File: src/rtl/fmadd_mantissa_mult_seq.sv
// Sequential unsigned mantissa multiplier for the FMADD datapath.
// Retires BPC multiplier bits per cycle using a shift-and-add loop,
// with a ready/valid handshake on both sides and a synchronous flush.
module fmadd_mantissa_mult_seq #(
    parameter int MAN = 7,
    parameter int BPC = 2
) (
    input  logic                 clk,
    input  logic                 rst_l,
    input  logic [MAN+1:0]       Mantissa_Mult_input_A,
    input  logic [MAN+1:0]       Mantissa_Mult_input_B,
    input  logic                 Mantissa_Mult_input_Activation_Signal,
    input  logic                 Mantissa_Mult_input_Valid,
    output logic                 Mantissa_Mult_output_Ready,
    input  logic                 Mantissa_Mult_input_Flush,
    output logic [2*MAN+3:0]     Mantissa_Mult_output_Mantissa,
    output logic                 Mantissa_Mult_output_Valid,
    input  logic                 Mantissa_Mult_input_Out_Ready,
    output logic                 Mantissa_Mult_output_Busy
);

    localparam int W    = MAN + 2;
    localparam int P    = 2 * MAN + 4;
    localparam int ITER = (W + BPC - 1) / BPC;
    localparam int BW   = ITER * BPC;
    localparam int CW   = $clog2(ITER + 1);

    typedef enum logic [1:0] {
        IDLE,
        BUSY,
        DONE
    } state_t;

    state_t          state;
    state_t          state_nxt;
    logic [CW-1:0]   cnt;
    logic [P-1:0]    acc;
    logic [P-1:0]    a_sh;     // multiplicand, pre-shifted by cnt*BPC
    logic [BW-1:0]   b_sh;     // multiplier, zero-padded, consumed LSB first
    logic            accept;
    logic            zero_op;
    logic            last_iter;

    // One BPC-bit multiplier digit times the aligned multiplicand.
    // A*B fits in 2*W = P bits, so no partial sum can overflow the accumulator.
    function automatic logic [P-1:0] partial_product(input logic [P-1:0]   a,
                                                     input logic [BPC-1:0] d);
        return a * {{(P-BPC){1'b0}}, d};
    endfunction

    assign accept    = (state == IDLE) && Mantissa_Mult_input_Valid && !Mantissa_Mult_input_Flush;
    assign zero_op   = !Mantissa_Mult_input_Activation_Signal ||
                       (Mantissa_Mult_input_A == '0) || (Mantissa_Mult_input_B == '0);
    assign last_iter = (cnt == CW'(ITER - 1));

    assign Mantissa_Mult_output_Ready    = (state == IDLE);
    assign Mantissa_Mult_output_Busy     = (state == BUSY);
    assign Mantissa_Mult_output_Valid    = (state == DONE);
    assign Mantissa_Mult_output_Mantissa = (state == DONE) ? acc : '0;

    // State register.
    always_ff @(posedge clk or negedge rst_l) begin
        if (!rst_l) begin
            state <= IDLE;
        end else begin
            state <= state_nxt;
        end
    end

    // Next-state logic; flush overrides every other transition.
    always_comb begin
        state_nxt = state;
        case (state)
            IDLE: begin
                if (accept) begin
                    state_nxt = zero_op ? DONE : BUSY;
                end
            end
            BUSY: begin
                if (last_iter) begin
                    state_nxt = DONE;
                end
            end
            DONE: begin
                if (Mantissa_Mult_input_Out_Ready) begin
                    state_nxt = IDLE;
                end
            end
            default: state_nxt = IDLE;
        endcase
        if (Mantissa_Mult_input_Flush) begin
            state_nxt = IDLE;
        end
    end

    // Operand capture, iteration counter and shift-and-add accumulator.
    always_ff @(posedge clk or negedge rst_l) begin
        if (!rst_l) begin
            cnt  <= '0;
            acc  <= '0;
            a_sh <= '0;
            b_sh <= '0;
        end else if (Mantissa_Mult_input_Flush) begin
            cnt  <= '0;
            acc  <= '0;
            a_sh <= '0;
            b_sh <= '0;
        end else begin
            case (state)
                IDLE: begin
                    if (accept) begin
                        cnt  <= '0;
                        acc  <= '0;
                        a_sh <= P'(Mantissa_Mult_input_A);
                        b_sh <= BW'(Mantissa_Mult_input_B);
                    end
                end
                BUSY: begin
                    acc  <= acc + partial_product(a_sh, b_sh[BPC-1:0]);
                    a_sh <= a_sh << BPC;
                    b_sh <= b_sh >> BPC;
                    cnt  <= cnt + 1'b1;
                end
                default: begin
                end
            endcase
        end
    end

endmodule

File: config.mk
export PLATFORM = sky130hd
export DESIGN_NAME = fmadd_mantissa_mult_seq
export DESIGN_NICKNAME = d
export VERILOG_FILES = /design/src/rtl/fmadd_mantissa_mult_seq.sv
export SDC_FILE = /design/constraint.sdc
export NUM_CORES = 1
export LEC_CHECK = 0
export CAP_MARGIN = 20
export CORE_UTILIZATION = 50
export CTS_CLUSTER_DIAMETER = 60
export DETAILED_ROUTE_END_ITERATION = 8
export GPL_ROUTABILITY_DRIVEN = 0
export PLACE_DENSITY = 0.81
export SYNTH_ARGS = -nofsm -noshare
export SYNTH_HDL_FRONTEND = slang
export SYNTH_SLANG_ARGS = --single-unit
File: constraint.sdc
create_clock -name clk -period 3 [get_ports clk]
set_input_delay 0.3 -clock clk [delete_from_list [all_inputs] [get_ports clk]]
set_output_delay 0.3 -clock clk [all_outputs]
set_load 0.02 [all_outputs]
==> results of run 1 <==
[logic make-up after synthesis]
| kind of cell | after synthesis | share of synthesized area |
|---|---|---|
| AO/OA/AOI/OAI | 97 | 0.168 |
| flip-flops | 50 | 0.328 |
| adder cells (fa/ha/maj) | 36 | 0.151 |
| XOR/XNOR | 11 | 0.0288 |
| multiplexers | 19 | 0.0498 |
| buffers and inverters | 76 | 0.0796 |
| AND/OR/NAND/NOR | 157 | 0.195 |
[worst register-to-register path, cell delays in order (launching register included)]
cell and delay [ps]:
dfrtp_1 410, buf_6 170, nand2_1 90, fa_1 500, inv_1 40, ha_2 310, a21o_1 180, a21oi_2 190
a21boi_2 100, o21a_1 190, or3_1 310, a32o_1 250
[final cells by class]
class | instances | area, sq um
Fill cell | 601 | 2730
Multi-Input combinational cell | 320 | 2310
Sequential cell | 50 | 1250
Timing Repair Buffer | 65 | 609
Inverter | 50 | 188
Tap cell | 99 | 124
Clock buffer | 5 | 68.8
Clock inverter | 3 | 47.5
[sequential cells by signal, indices dropped and copies added, names as in the netlist]
| name | cells |
|---|---|
| a_sh | 18 |
| acc | 18 |
| b_sh | 9 |
| cnt | 3 |
| state | 2 |
[synthesized netlist by cell type (3+ instances only)]
cell type | count | area share
a21o_1 | 8 | 0.016
a21oi_1 | 21 | 0.028
a22o_1 | 14 | 0.032
and2_1 | 20 | 0.033
buf_2 | 9 | 0.012
clkbuf_1 | 14 | 0.014
dfrtp_1 | 50 | 0.33
fa_1 | 17 | 0.089
ha_1 | 19 | 0.062
inv_1 | 50 | 0.049
mux2i_1 | 19 | 0.050
nand2_1 | 72 | 0.071
nand3_1 | 7 | 0.0092
nand4_1 | 6 | 0.0098
nor2_1 | 24 | 0.024
nor2b_1 | 7 | 0.011
nor3_1 | 4 | 0.0052
nor4_1 | 3 | 0.0049
o211ai_1 | 3 | 0.0059
o21ai_0 | 33 | 0.043
or3_1 | 3 | 0.0049
xnor2_1 | 3 | 0.0069
xor2_1 | 7 | 0.016
[routing by layer]
layer	vias to the layer above	wire length, microns
li1	1587	-
met1	1624	4000
met2	85	4290
met3	17	366
met4	0	146
met5	-	0
[power by group through the flow]
stage	clock network, uW	registers (uW)	logic [uW]
after global placement	0	753	276
final	512	742	286
after CTS	518	741	285
after global routing	543	747	318
after floorplan	0	736	178
after detailed placement	0	755	283
[worst max path at each step]
stage,from,end
6_report,b_sh[1]$_DFFE_PN0P_,acc[8]$_DFFE_PN0P_
5_1_grt,b_sh[1]$_DFFE_PN0P_,acc[17]$_DFFE_PN0P_
4_1_cts,a_sh[1]$_DFFE_PN0P_,acc[15]$_DFFE_PN0P_
3_5_place_dp,a_sh[1]$_DFFE_PN0P_,acc[17]$_DFFE_PN0P_
3_3_place_gp,b_sh[0]$_DFFE_PN0P_,acc[15]$_DFFE_PN0P_
2_1_floorplan,b_sh[0]$_DFFE_PN0P_,acc[15]$_DFFE_PN0P_
[repair_timing]
action,in CTS,in global routing
endpoints found under the setup margin,2,9
resized for setup,1,11
setup buffers,0,2
gates cloned,0,0
pin swaps,0,6
[through the flow]
step                      setup TNS (ps)  cells  hold slack (ps)  setup WS, ps  instance area [sq um]
after global placement                 0    582              408           106                   4420
after CTS                              0    590             63.1          41.4                   4540
after detailed placement               0    582              407         0.154                   4420
after floorplan                        0    446             4.41           132                   3820
after global routing               -35.5    592             93.5         -24.6                   4600
final                                  0    592             31.6           147                   4600
==> results.txt, run 1 <==
Pins Over Slew Limit - 0
Initial DRC count - 130
Vias post-DR - 3313
PD cells - 335 nW/um^2
Skew final - 9.42 ps
Grt total ovfl - 0
Tcrit/Tclk final - 0.951
Max-cap viol count - 0
Power share of the clock group - 0.333
Switching portion of total power - 0.298
#FFs+latches synth - 50
Rows - 31
Crit path launch type - flip-flop
CP Depth - 11
Worst Path Max Fanout - 13
IO Pins - 45
Initial core utilization - 0.521
RSZ-0062 raised after global routing - true
Area growth syn-to-layout - 20.4%
Avg Cell Area, Syn - 8.56 sq um
GRT met1 Usage - 0.325
DP Wirelength - 6660 microns
Asr flop ratio synth - 1.00
Flop pwr share - 0.482
Final core occ - 0.627
Layout cells sized above 1 - 0.0933
Post-layout nets - 552
GRT Overall Usage - 0.246
CTS tree - yes
Peak supply drop - 0.211 mV
Global-route wire length before repair - 15100 microns
Syn nets - 506
Tot Pwr - 1540 uW
Clk root buf - clkbuf_8
Static leakage - 0.00217 uW
PortBufs - 44
DRT Pass-1 Iters - 5
H-tree levels - 2
Critical Path AT - 3060 ps
CTS buffer count - 5
WL per Instance - 14.9 microns
Post-synth EDFFs - 0
Syn. warnings - 0
Post-DRT Antenna Nets - 0
Die width - 89.4 microns
Max Buffers Root-to-Sink - 2
Via/cell ratio - 5.60
Worst Path Buf+Inv - 2
Reg2Reg Setup Slack - 150 ps
Post-synth cell types - 48
Worst Hold Class - input pin to asynchronous set/reset pin
Vias in the first global route - 3301
Hold Buf Count CTS - 0
Mapped Area - 3820 sq um
Post-Route WL - 8800 microns
Min Tclk post-route - 2850 ps
ANT cells - 0
Worst-path clk slew - 110 ps
Worst-Margin Slew - 743 ps
CP endpoint kind - flip-flop
Fmax - 351 MHz
R2R cell count - 11
Num Clock Sinks - 50
Cells after synthesis - 446
Final setup fails - 0
Crit Path Class - flip-flop to flip-flop
Die H - 89.4 microns
GRT Max-Usage Layer - met2
Initial antenna violation count - 0
CP Cell Sequence - buf_6, nand2_1, fa_1, inv_1, ha_2, a21o_1, a21oi_2, a21boi_2, o21a_1, or3_1, a32o_1
Worst rel slew slack - 0.505
Commonest cells after routing, fill and taps aside - nand2_1, inv_1, dfrtp_1
Largest net degree at the start of global routing - 45
Critical Path Max Stage Delay - 500 ps
DRC viols - 0
Sw Pwr - 459 uW
Top FF cell, synth - dfrtp_1
R2r endpoint - acc[8]$_DFFE_PN0P_
Die area - 7990 sq um
Comb pwr share - 0.186
Reg2reg start - b_sh[1]$_DFFE_PN0P_
Crit-path slowest cell - fa_1
Core area - 7330 sq um
Grt met3 use - 0.0379
M2 GR Usage - 0.427
Status - completed
Worst skew pair latency - 320 ps
Critical Path RT - 3210 ps
Final Hold Fails - 0
Most common cell after layout, fill and taps aside - nand2_1
Sequential element share of the synthesized area - 0.328
P_int - 1080 uW
Delay-heaviest family, CP - compound AO/OA/AOI/OAI gates
No activity file was read; power rests on OpenSTA's default activity.
==> inputs of run 2 (changes only) <==
MAX_ROUTING_LAYER = met4   (was default)
==> results.txt, run 2 (same netlist as run 1, synthesis figures left out) <==
Status - completed
GRT Overall Usage - 0.253
Design area - 4600 sq um
Static leakage - 0.00217 uW
Placed cell areas - 4420 sq um
Crit-path slowest cell - fa_1
H-tree levels - 2
Critical Path RT - 3190 ps
Die width - 89.4 microns
Core area - 7330 sq um
Commonest cells after routing, fill and taps aside - nand2_1, inv_1, dfrtp_1
Grt total ovfl - 0
Crit path launch type - flip-flop
R2R cell count - 12
Critical Path AT - 3060 ps
CTS tree - yes
Reg2reg start - b_sh[1]$_DFFE_PN0P_
Tot Pwr - 1540 uW
IO Pins - 45
Skew final - 12.1 ps
PortBufs - 44
Hold Buf Count CTS - 0
Post-Route WL - 8830 microns
RSZ-0062 raised after global routing - true
Area growth syn-to-layout - 20.4%
Max-cap viol count - 0
Die area - 7990 sq um
CP dominant cell by count - nand2_1
Layout cells sized above 1 - 0.0933
Final setup fails - 0
Reg2Reg Setup Slack - 130 ps
Initial antenna violation count - 0
Peak supply drop - 0.212 mV
PD cells - 336 nW/um^2
DP Wirelength - 6660 microns
Post-layout nets - 552
Clk root buf - clkbuf_8
DRT Pass-1 Iters - 4
Vias in the first global route - 3303
R2r endpoint - acc[17]$_DFFE_PN0P_
Worst skew pair latency - 320 ps
ANT cells - 0
DRC viols - 0
Worst Hold Class - input pin to asynchronous set/reset pin
CP Cell Sequence - buf_6, nand2_1, fa_1, inv_1, ha_1, o211ai_1, o21ai_2, buf_4, o2111ai_1, nand2_1, mux2i_1, nand4_1
Fmax - 348 MHz
Worst Path Max Fanout - 13
CP endpoint kind - flip-flop
Max Buffers Root-to-Sink - 2
Post-DRT Antenna Nets - 0
Vias post-DR - 3310
Worst rel slew slack - 0.498
Hold_ws - 31.7 ps
Worst-path clk slew - 110 ps
Initial DRC count - 128
Worst-Margin Slew - 752 ps
Num Clock Sinks - 50
Crit Path Class - flip-flop to flip-flop
Die H - 89.4 microns
Initial core utilization - 0.521
Regs by FF count - a_sh: 18 flops, acc: 18 flops, b_sh: 9 flops
CTS buffer count - 5
Critical Path Max Stage Delay - 520 ps
Final Hold Fails - 0
Pins Over Slew Limit - 0
Min Tclk post-route - 2870 ps
Tcrit/Tclk final - 0.957
Most common cell after layout, fill and taps aside - nand2_1
Via/cell ratio - 5.59
Global-route wire length before repair - 15100 microns
Largest net degree at the start of global routing - 45
Fin Setup TNS - 0 ps
Rows - 31
WL per Instance - 14.9 microns
==> run 2: metrics by stage <==
stage	util	instances	setup slack (ps)
floorplan	-	446	132
global route	0.627	592	-37.2
global placement	0.603	582	106
CTS	0.620	590	41.4
finish	0.627	592	128
detailed placement	0.603	582	0.154
==> run 2: cell type report <==
class	instances	area, sq um
tap	99	124
clock buffer	5	68.8
fill	601	2730
sequential	50	1250
clock inverter	3	47.5
multi-input combinational	320	2310
timing repair buffer	65	609
inverter	50	188
==> run 2: what timing repair did <==
action	4_1_cts	5_1_grt
endpoints found under the setup margin	2	9
buffers inserted	0	2
pin swaps	0	6
gates resized for setup	1	11
==> run 2: worst max-delay path, delay by kind of cell (launching register included) <==
| family | cells | cell delay, ps |
|---|---|---|
| simple gates | 3 | 360 |
| fa+ha+maj | 2 | 890 |
| buf+inv | 3 | 390 |
| flops | 1 | 410 |
| compound gates | 3 | 480 |
| mux | 1 | 210 |
==> run 2: worst max path at each step <==
stage,from,to,slack [ps],cells after the start
finish,b_sh[1]$_DFFE_PN0P_,acc[17]$_DFFE_PN0P_,130,12
global route,b_sh[1]$_DFFE_PN0P_,acc[17]$_DFFE_PN0P_,-40,12
CTS,a_sh[1]$_DFFE_PN0P_,acc[15]$_DFFE_PN0P_,40,11
detailed placement,a_sh[1]$_DFFE_PN0P_,acc[17]$_DFFE_PN0P_,0.2,12
global placement,b_sh[0]$_DFFE_PN0P_,acc[15]$_DFFE_PN0P_,110,11
floorplan,b_sh[0]$_DFFE_PN0P_,acc[15]$_DFFE_PN0P_,130,12
==> run 2: per-layer routing <==
metal	global-route usage	vias up	wire [microns]
met4	0.0592	0	133
met2	0.426	98	4300
met3	0.0360	14	386
met5	-	-	0
li1	-	1594	-
met1	0.325	1604	4010
==> run 2: where the power goes <==
part	switching [uW]	internal, uW
combinational	166	121
clock	260	255
sequential	36.4	705
